==> src/rtl/wishbone_burst_master.sv <==
// ---------------------------------------------------------------------------
// wishbone_burst_master
//
// Purpose: issues a burst of 1..2^LEN_W-1 single-beat Wishbone classic
// transfers. Each beat is one ACTIVE phase (cyc+stb held until ack)
// followed by a one-cycle GAP (stb low, cyc high) or, after the last beat,
// a one-cycle DONE pulse. The burst is launched from IDLE by i_begin.
//
// Optional feature: define WB_TIMEOUT_EN to add a per-beat ack timeout
// (TIMEOUT_CYCLES ACTIVE cycles). On expiry the burst is aborted, o_error
// is set and DONE is still entered. Without the macro no counter exists
// and o_error is tied to 0.
//
// Handshake: a Wishbone beat completes on the rising edge where stb (our
// output) and i_wb_ack are both high. An ack while stb is low is ignored.
//
// Ports:
//   i_clk, i_rst_n       clock, asynchronous active-low reset
//   i_begin              start request (sampled in IDLE only)
//   i_writeEnable        1 = write burst, 0 = read burst
//   i_address            start address
//   i_length             beat count (0 treated as 1)
//   i_writeData          write word (with i_begin, then in each GAP)
//   o_dataReq            GAP cycle of a write burst: next word wanted
//   o_readData           last captured read word
//   o_readValid          one-cycle pulse, o_readData just updated
//   o_busy               not IDLE
//   o_done               one-cycle completion pulse (DONE state)
//   o_error              timeout flag, cleared by the next accepted start
//   o_state              current state (IDLE=0 ACTIVE=1 GAP=2 DONE=3)
//   o_wb_cyc/stb/we/adr/dat, i_wb_dat, i_wb_ack   Wishbone master side
// ---------------------------------------------------------------------------
module wishbone_burst_master #(
  parameter int ADDR_W         = 8,
  parameter int DATA_W         = 8,
  parameter int LEN_W          = 4,
  parameter int ADDR_INC       = 0,
  parameter int TIMEOUT_CYCLES = 255
) (
  input  logic              i_clk,
  input  logic              i_rst_n,
  input  logic              i_begin,
  input  logic              i_writeEnable,
  input  logic [ADDR_W-1:0] i_address,
  input  logic [LEN_W-1:0]  i_length,
  input  logic [DATA_W-1:0] i_writeData,
  output logic              o_dataReq,
  output logic [DATA_W-1:0] o_readData,
  output logic              o_readValid,
  output logic              o_busy,
  output logic              o_done,
  output logic              o_error,
  output logic [1:0]        o_state,
  output logic              o_wb_cyc,
  output logic              o_wb_stb,
  output logic              o_wb_we,
  output logic [ADDR_W-1:0] o_wb_adr,
  output logic [DATA_W-1:0] o_wb_dat,
  input  logic [DATA_W-1:0] i_wb_dat,
  input  logic              i_wb_ack
);

  typedef enum logic [1:0] {
    S_IDLE   = 2'd0,
    S_ACTIVE = 2'd1,
    S_GAP    = 2'd2,
    S_DONE   = 2'd3
  } state_t;

  state_t            state;
  state_t            state_nxt;

  logic [ADDR_W-1:0] adr_q;
  logic [DATA_W-1:0] dat_q;
  logic              we_q;
  // Beats still to transfer, including the one currently in flight.
  logic [LEN_W-1:0]  beats_q;
  logic [DATA_W-1:0] read_data_q;
  logic              read_valid_q;

  logic              beat_ack;
  logic              last_beat;
  logic              timeout;

  // Ack only counts while stb is high, i.e. in ACTIVE.
  assign beat_ack  = (state == S_ACTIVE) && i_wb_ack;
  assign last_beat = (beats_q == LEN_W'(1));

`ifdef WB_TIMEOUT_EN
  localparam int CNT_W = $clog2(TIMEOUT_CYCLES + 1);
  localparam logic [CNT_W-1:0] CNT_LAST = CNT_W'(TIMEOUT_CYCLES - 1);

  // Number of ACTIVE cycles of the current beat already spent without ack.
  logic [CNT_W-1:0] wait_cnt;
  logic             error_q;

  always_ff @(posedge i_clk or negedge i_rst_n) begin
    if (!i_rst_n) begin
      wait_cnt <= '0;
    end else if ((state == S_ACTIVE) && !i_wb_ack) begin
      wait_cnt <= wait_cnt + CNT_W'(1);
    end else begin
      wait_cnt <= '0;
    end
  end

  // Fires in the TIMEOUT_CYCLES-th ACTIVE cycle of a beat with no ack.
  assign timeout = (state == S_ACTIVE) && !i_wb_ack && (wait_cnt == CNT_LAST);

  always_ff @(posedge i_clk or negedge i_rst_n) begin
    if (!i_rst_n) begin
      error_q <= 1'b0;
    end else if ((state == S_IDLE) && i_begin) begin
      error_q <= 1'b0;
    end else if (timeout) begin
      error_q <= 1'b1;
    end
  end

  assign o_error = error_q;
`else
  assign timeout = 1'b0;
  assign o_error = 1'b0;
`endif

  // State register
  always_ff @(posedge i_clk or negedge i_rst_n) begin
    if (!i_rst_n) begin
      state <= S_IDLE;
    end else begin
      state <= state_nxt;
    end
  end

  // Next-state logic
  always_comb begin
    state_nxt = state;
    case (state)
      S_IDLE: begin
        if (i_begin) state_nxt = S_ACTIVE;
      end
      S_ACTIVE: begin
        if (beat_ack) begin
          state_nxt = last_beat ? S_DONE : S_GAP;
        end else if (timeout) begin
          state_nxt = S_DONE;
        end
      end
      S_GAP:   state_nxt = S_ACTIVE;
      S_DONE:  state_nxt = S_IDLE;
      default: state_nxt = S_IDLE;
    endcase
  end

  // Burst context and read capture
  always_ff @(posedge i_clk or negedge i_rst_n) begin
    if (!i_rst_n) begin
      adr_q        <= '0;
      dat_q        <= '0;
      we_q         <= 1'b0;
      beats_q      <= '0;
      read_data_q  <= '0;
      read_valid_q <= 1'b0;
    end else begin
      read_valid_q <= 1'b0;
      case (state)
        S_IDLE: begin
          if (i_begin) begin
            adr_q   <= i_address;
            dat_q   <= i_writeData;
            we_q    <= i_writeEnable;
            beats_q <= (i_length == '0) ? LEN_W'(1) : i_length;
          end
        end
        S_ACTIVE: begin
          if (i_wb_ack) begin
            if (!we_q) begin
              read_data_q  <= i_wb_dat;
              read_valid_q <= 1'b1;
            end
            beats_q <= beats_q - LEN_W'(1);
            // Address wraps naturally at 2^ADDR_W.
            if ((ADDR_INC != 0) && !last_beat) begin
              adr_q <= adr_q + ADDR_W'(1);
            end
          end
        end
        S_GAP: begin
          if (we_q) dat_q <= i_writeData;
        end
        default: begin
        end
      endcase
    end
  end

  // Outputs are decoded from the state so reset clears them immediately.
  assign o_wb_cyc    = (state == S_ACTIVE) || (state == S_GAP);
  assign o_wb_stb    = (state == S_ACTIVE);
  assign o_wb_we     = o_wb_cyc && we_q;
  assign o_wb_adr    = adr_q;
  assign o_wb_dat    = dat_q;
  assign o_dataReq   = (state == S_GAP) && we_q;
  assign o_readData  = read_data_q;
  assign o_readValid = read_valid_q;
  assign o_busy      = (state != S_IDLE);
  assign o_done      = (state == S_DONE);
  assign o_state     = state;

endmodule

==> config.mk <==
export PLATFORM = sky130hd
export DESIGN_NAME = wishbone_burst_master
export DESIGN_NICKNAME = d
export VERILOG_FILES = /design/src/rtl/wishbone_burst_master.sv
export SDC_FILE = /design/constraint.sdc
export NUM_CORES = 1
export LEC_CHECK = 0
export ABC_AREA = 1
export ABC_CLOCK_PERIOD_IN_PS = 1590
export CELL_PAD_IN_SITES_DETAIL_PLACEMENT = 1
export CELL_PAD_IN_SITES_GLOBAL_PLACEMENT = 2
export CORE_ASPECT_RATIO = 0.6
export CORE_MARGIN = 2
export CORE_UTILIZATION = 23
export DETAILED_ROUTE_END_ITERATION = 8
export GPL_TIMING_DRIVEN = 0
export PLACE_DENSITY_LB_ADDON = 0.1
export SLEW_MARGIN = 20
export SYNTH_ARGS = -nofsm -noshare
export SYNTH_HDL_FRONTEND = slang
export SYNTH_SLANG_ARGS = --single-unit
==> constraint.sdc <==
create_clock -name i_clk -period 1.59 [get_ports i_clk]
set_input_delay 0.318 -clock i_clk [delete_from_list [all_inputs] [get_ports i_clk]]
set_output_delay 0.318 -clock i_clk [all_outputs]
set_load 0.005 [all_outputs]
# Word-level counts from Yosys, hierarchy flattened
# Cells that the tools add are included.
[classes]
bitwise_logic = 1
add_sub_neg = 1
n_eq_ne = 8
n_reduce_logical = 14
muxes = 14
[op_table]
columns = ["cell", "count"]
rows = [
  ["8-bit two-way mux", 2],
  ["8-bit case mux with 2 select lines", 1],
  ["4-bit two-way mux", 3],
  ["3-bit AND reduction", 3],
  ["2-bit case mux with 4 select lines", 1],
  ["4-bit case mux with 2 select lines", 1],
  ["2-bit nonzero test", 3],
  ["2-bit == test (second input constant)", 2],
  ["4-bit by 1-bit == test with 1-bit output (second input constant)", 1],
  ["4-bit zero test", 1],
  ["1-bit two-way mux", 4],
  ["2-bit two-way mux", 2],
  ["2-bit by 1-bit != test with 1-bit output (second input constant)", 2],
  ["2-bit != test (second input constant)", 2],
  ["2-bit AND reduction", 2],
  ["4-bit by 1-bit subtractor with 4-bit output (second input constant)", 1],
  ["1-bit logical AND", 3],
  ["2-bit by 1-bit == test with 1-bit output (second input constant)", 1],
  ["2-bit zero test", 1],
  ["1-bit logical OR", 1],
  ["1-bit inverter", 1],
]
[word_totals]
in_bits = 33
wordCells = 45
reg_bits = 32
output_inout_bits = 34

# Logic depth before layout (Yosys ltp)
# Gate-level depths: netlist (run 1).
[logic_depth]
word_depth = 4
ltp_mapped = 9

# Worst setup path after synthesis (run 1)
# No wires, ideal clock.
[synth_timing]
path_type = "flip-flop to flip-flop"
start = "register state[1], in the netlist o_state[1]"
end = "register beats_q[1]"
setup_ps = 121
t_required_ps = 1469
arrival_time_ps = 1243
synth_period_minus_slack_ps = 1364
path_slack_ps = 226
path_stages_with_launch = 10
cell_sequence = "dfrtp_1 -> inv_1 -> ha_1 -> buf_6 -> inv_2 -> nand2_1 -> nand3_1 -> inv_1 -> nand2_1 -> o21ai_1"
[synth_via]
elab_chain_len = 3
elab_cells_between_ends = 7
classes_between = "3 x eq/ne; 1 x mux; 3 x reduce/logical"
[synth_rtl]
columns = ["element", "line_no", "text"]
rows = [
  ["from (decl)", "70", "state_t state;"],
  ["from (signal assigned)", "131", "state <= state_nxt;"],
  ["2-bit by 1-bit == test with 1-bit output *", "--", ""],
  ["via o_wb_stb", "55", "output logic o_wb_stb,"],
  ["2-bit by 1-bit != test with 1-bit output (no source line) / 2-bit nonzero test (equally long branches)", "--", ""],
  ["3-bit AND reduction (no source line)", "--", ""],
  ["to (signal assigned)", "172", "beats_q <= (i_length == '0) ? LEN_W'(1) : i_length;"],
  ["to (signal assigned)", "181", "beats_q <= beats_q - LEN_W'(1);"],
  ["to (decl)", "77", "logic [LEN_W-1:0] beats_q;"],
]
# Mark *: on every way through the listed nets, which the timed path passes. The rest lies on a longest branch.
# A chain may end at the register's enable or synchronous reset.

# Final worst setup path (run 1)
[layout_timing]
start = "register state[0], in the netlist o_state[0]"
end = "output port o_dataReq"
[layout_via]
elab_chain_len = 2
[layout_rtl]
columns = ["element", "line_no", "text"]
rows = [
  ["2-bit == test", "203", "assign o_dataReq = (state == S_GAP) && we_q;"],
  ["1-bit logical AND", "203", ""],
  ["to (decl)", "47", "output logic o_dataReq,"],
]
# No other way between the ends.

==> results of run 1 <==
sequential cells by signal (all words and copies together), names as in the netlist:
signal and cells:
o_wb_dat 8, o_state 2, we_q 1, o_readData 8, beats_q 4, o_readValid 1
o_wb_adr 8
worst paths after layout:
| check | from | endpoint | slack (ns) | cells after the start |
|---|---|---|---|---|
| min | i_rst_n | o_wb_adr[0] | 0.45 | 2 |
| max in group asynchronous | i_rst_n | o_state[0] | 0.73 | 3 |
| max | o_state[0] | o_dataReq | -0.003 | 5 |
| min reg2reg | o_wb_dat[1] | o_wb_dat[1] | 0.48 | 2 |
| max reg2reg | o_state[0] | o_readData[7] | 0.08 | 10 |
| min in group i_clk | o_wb_dat[1] | o_wb_dat[1] | 0.48 | 2 |
layer usage:
layer / share of wire (%) / vias to the layer above / track usage, % / wire (um)
li1: - / 679 / - / -
met1: 45 / 659 / 16.8 / 2020
met2: 47 / 40 / 22.2 / 2140
met3: 6.4 / 7 / 4.53 / 289
met4: 1.6 / 0 / 5.29 / 74
met5: 0 / - / 0 / 0
Yosys cell counts, drive strengths merged:
cell type	instances	area (sq um)
conb	1	3.75
dfrtp	32	801
mux2	9	101
o21ai	6	41.3
nand4	1	6.26
nand2	67	264
nor2	8	32.5
ha	6	75.1
buf	3	26.3
inv	16	60.1
nand3	12	60.1
a21oi	2	10.0
area by class of cell:
cell class	instances	area share, %
clock buffer	6	2.87
timing repair inverter	1	0.248
buffer	3	1.19
sequential	32	31.8
inverter	16	3.07
tap	84	4.16
clock inverter	1	0.198
timing repair buffer	76	29.8
multi-input combinational	113	26.6
stage by stage:
| step | hold WS [ns] | utilization [%] |
|---|---|---|
| 3_5_place_dp | 0.217 | 36.6 |
| 4_1_cts | 0.447 | 39.2 |
| 3_3_place_gp | 0.454 | 36.3 |
| 5_1_grt | 0.487 | 41.0 |
| 2_1_floorplan | 0.0224 | - |
| 6_report | 0.454 | 41.0 |
kinds of logic (layout without fill, tap and decap cells):
group / count (synthesis) / in the layout / share of synthesized area [%]
AO/OA/AOI/OAI: 8 / 8 / 3.46
adder cells (fa/ha/maj): 6 / 6 / 5.07
buffers and inverters: 19 / 103 / 5.83
flip-flops: 32 / 32 / 54.1
multiplexers: 9 / 9 / 6.84
other: 1 / 1 / 0.253
AND/OR/NAND/NOR: 88 / 89 / 24.5
report_power, final:
group	internal, mW	leakage (nW)	switching (mW)	total [mW]
clock network	0.297	0.0410	0.288	0.585
registers	1.22	0.390	0.269	1.49
logic	1.48	0.775	1.27	2.75
total	3.00	1.21	1.83	4.83
timing repair:
item	4_1_cts	5_1_grt
gates resized for setup	32	24
cloned	0	2
setup buffers	4	5
pin swaps	0	2
endpoints found under the hold margin	9	0
hold buffers	1	0
setup endpoints to repair	23	20
==> impl_metrics.ini, run 1 <==
[yosys]
avgSynthCellArea_sq_um = 9.09
ys.warnings.count = 0
netlist-cell-type-count = 19
syn-cell-area_sq_um = 1480
seq_area_frac_synth_pct = 54.1
yosys_register_bits = 32
post_synth_inst_count = 163
synthesis.nets = 202

[clock_tree]
cts_buffers = 5
clk_buf_depth = 2
root_buffer = clkbuf_8
cts.sink_count = 32
insertion_delay_ns = 0.28
tritoncts = done
clk_transition_reported_paths_ns = 0.07
cts.htree.levels = 2

[drt]
post_drt_via_cell_ratio = 4.17
drt_pass1_iterations = 4
detail_route.drc_violations = 0
routed-via-count = 1385
finalWirelength_mm = 4.53
wl_per_cell_um = 13.6
final_antenna_net_count = 0
dr.first_iter.drc_count = 25

[worst_setup_path]
endpoint_kind = output port
kind_of_start_point_of_the_critical_path = flip-flop
path_class = flip-flop to output port
cp.required_ns = 1.27
path_cells = inv_4, ha_4, nand2_2, inv_2, clkdlybuf4s15_2
critical_path.max_fanout = 2
critical_path.top_delay_family = flip-flops
critical_path.max_stage_delay_ns = 0.44
worstPathBufferInverterCount = 3
cp_slowest_cell = dfrtp_2
cp_data_arrival_time_ns = 1.28

[finish]
area_growth_pct = 70.5
fin_area_sq_um = 2530
area_of_the_multi_input_gates_sq_um = 673
final_cell_mix = 61 x nand2_1, 56 x clkdlybuf4s50_1, 30 x dfrtp_1
final_nets = 287
filler_cell_count = 715
final-seq-area_sq_um = 803
n_antenna_cell = 0
layout.cells.most_common = nand2_1
drive_above_1_share_pct = 24.2
finalNonFillerCells = 332

[pwr]
power_density_of_the_placed_cells_nw_per_um2 = 1910
cellLeakagePower_nw = 1.21
p_total_mw = 4.83
peakVddDrop_uv = 584

[timing]
max_clock_freq_mhz = 628
rsz_0062_raised_after_global_routing = yes
final.setup.worst_slack_ns = -0.00327
setup_tns_ns = -0.00327
setup_violations = 1
maxSlewViolCount = 0
layout_min_cycle_time_ns = 1.59
finalClockSkew_ns = 0.00631
timing.final.crit_share_pct = 100
number_of_failing_hold_endpoints_at_the_final_stage = 0

[placed_design]
dp.cells = 313
place.detailed.hpwl_mm = 3.27
gp_routability_congestion = 0.732
place_area_sq_um = 2260
buffer_ports.inserted = 65
dp_worst_slack_ns = -0.211

[global_routing]
grt_pass1_vias = 1518
grt_first_pass_wirelength_mm = 7.44
total_congestion_overflow_after_global_routing = 0
initial_antenna_violation_count = 0
grt.total_usage_pct = 13.6
grt_max_degree = 24

[die]
num_io_pins = 67
initial_utilization_pct = 24.0
die_w_um = 108
placementRows = 22
die_area_sq_um = 7120
core_area_sq_um = 6170
floorplan.die.height_um = 66.2

[job]
maxCapViolations = 0

[outcome]
status = finished, violations left
failed_checks = setup timing

[min_path]
worst_hold_class = primary input to async pin
Note: power is estimated with default switching activity, not from simulation.
==> inputs of run 2 (changes only) <==
Settings changed: CORE_UTILIZATION 23 to 34, DONT_BUFFER_PORTS set to 1.
==> run 2 against run 1 <==
  * The flow now finishes without violations
  * Power is 22% lower
  * Highest routed layer unchanged
  * Combinational power is 43% lower
  * Clock-buffer cell count stayed put
  * Sequential cell count stayed put
  * Register-to-register slack hardly changed
  * Die area is 31% lower
  * Fmax is 2.8% higher
  * Routed wire length is 20% lower
  * Worst hold slack worse by 0.31 ns
  * Non-clock buffer count is 72 lower
==> impl_metrics.ini, run 2 (synthesis gave the netlist of run 1 again) <==
[drt]
drt_pass1_iterations = 4
final_antenna_net_count = 0
detail_route.drc_violations = 0
finalWirelength_mm = 3.63
wl_per_cell_um = 15.5
dr.first_iter.drc_count = 31
post_drt_via_cell_ratio = 4.69
routed-via-count = 1101

[finish]
area_growth_pct = 17.5
final_nets = 214
finalNonFillerCells = 235
filler_cell_count = 511
fin_util_pct = 42.0
final_cell_mix = 62 x nand2_1, 30 x dfrtp_1, 11 x nand3_1
layout.cells.most_common = nand2_1
drive_above_1_share_pct = 24.0
fin_area_sq_um = 1740
n_antenna_cell = 0

[worst_setup_path]
cp_slowest_cell = dfrtp_2
path_class = flip-flop to output port
critical_path.top_delay_family = flip-flops
cp_data_arrival_time_ns = 1.23
worstPathBufferInverterCount = 2
critical_path.max_stage_delay_ns = 0.47
endpoint_kind = output port
cp_common_cell = inv_2
critical_path.max_fanout = 5
path_cells = inv_2, ha_2, nand2_2, inv_2
kind_of_start_point_of_the_critical_path = flip-flop
cp.required_ns = 1.27

[min_path]
worst_hold_class = primary input to flip-flop

[clock_tree]
clk_transition_reported_paths_ns = 0.06
cts.sink_count = 32
tritoncts = done
clk_buf_depth = 2
cts_buffers = 5
root_buffer = clkbuf_8
cts.htree.levels = 2
insertion_delay_ns = 0.28

[die]
die_w_um = 89.2
placementRows = 18
core_area_sq_um = 4140
initial_utilization_pct = 35.7
die_area_sq_um = 4920
num_io_pins = 67
floorplan.die.height_um = 55.1

[global_routing]
grt.total_usage_pct = 15.3
grt_first_pass_wirelength_mm = 5.44
grt_max_degree = 33
busiest_layer_in_global_routing = met2
gr-usage-met2_pct = 24.7
grt_pass1_vias = 1128
use_met3_pct = 6.68
grt_util_met1_pct = 18.8
total_congestion_overflow_after_global_routing = 0
initial_antenna_violation_count = 0

[placed_design]
dp.cells = 223
place.detailed.hpwl_mm = 2.67
place_area_sq_um = 1560
buffer_ports.inserted = 0
gp_routability_congestion = 0.721

[outcome]
status = complete, no violations

[pwr]
power_density_of_the_placed_cells_nw_per_um2 = 2150
p_total_mw = 3.75
peakVddDrop_uv = 686
cellLeakagePower_nw = 0.888

[job]
maxCapViolations = 0

[timing]
setup_violations = 0
max_clock_freq_mhz = 645
timing.final.crit_share_pct = 97.5
layout_min_cycle_time_ns = 1.55
maxSlewViolCount = 0
number_of_failing_hold_endpoints_at_the_final_stage = 0
finalClockSkew_ns = 0.00183
rsz_0062_raised_after_global_routing = yes
## run 2: changes by cell type in the layout (fill, tap and decap cells not counted), moves of 2 or more
cell / change
ha_4: -2
clkbuf_2: -3
buf_6: -2
inv_4: -3
clkdlybuf4s50_1: -56
buf_2: -3
inv_2: +2
buf_4: -3
## run 2: report_power, final
group / internal, mW / switching (mW) / leakage, nW
Combinational: 0.658 / 0.921 / 0.457
Clock: 0.297 / 0.287 / 0.0410
Sequential: 1.23 / 0.358 / 0.390
Total: 2.18 / 1.57 / 0.888
## run 2: final timing paths
check | slack [ns] | from | end | cells past startpoint
min in group asynchronous | 0.48 | i_rst_n | beats_q[0] | 2
max in group asynchronous | 0.92 | i_rst_n | o_state[0] | 2
hold reg to reg | 0.50 | o_wb_dat[5] | o_wb_dat[5] | 2
setup / recovery | 0.04 | o_state[0] | o_dataReq | 4
setup reg to reg | 0.08 | o_state[1] | o_readData[7] | 9
hold / removal | 0.15 | i_wb_dat[3] | o_readData[3] | 2
## run 2: routing by layer
metal	vias to the layer above	wire length, um
met3	4	311
met4	0	46
met5	-	0
met2	44	1680
li1	532	-
met1	521	1590
## run 2: metrics by stage
stage	setup TNS, ns	worst slack, ns	hold slack [ns]
final	0	0.0404	0.147
after global routing	-0.135	-0.0308	0.140
after CTS	-0.0589	-0.0305	0.137
after floorplan	0	0.226	0.0224
after global placement	-0.190	-0.0755	0.0230
after detailed placement	-0.707	-0.101	0.0231
## run 2: cell type report
class,count,area (sq um),share of cell area [%]
plain buffers,3,26.3,1.51
clock buffers,6,72.6,4.17
clock inverters,1,5.00,0.288
inverters,16,65.1,3.74
multi-input cells,113,648,37.2
flip-flops and latches,32,803,46.2
well taps,60,75.1,4.31
repair buffers,4,45.0,2.59
## run 2: repair_timing
item | in CTS | in global routing
pin swaps | 1 | 1
buffers inserted | 2 | 0
hold buffers | 2 | 0
endpoints found under the hold margin | 32 | 0
cloned | 0 | 1
endpoints found under the setup margin | 24 | 19
resized for setup | 5 | 13
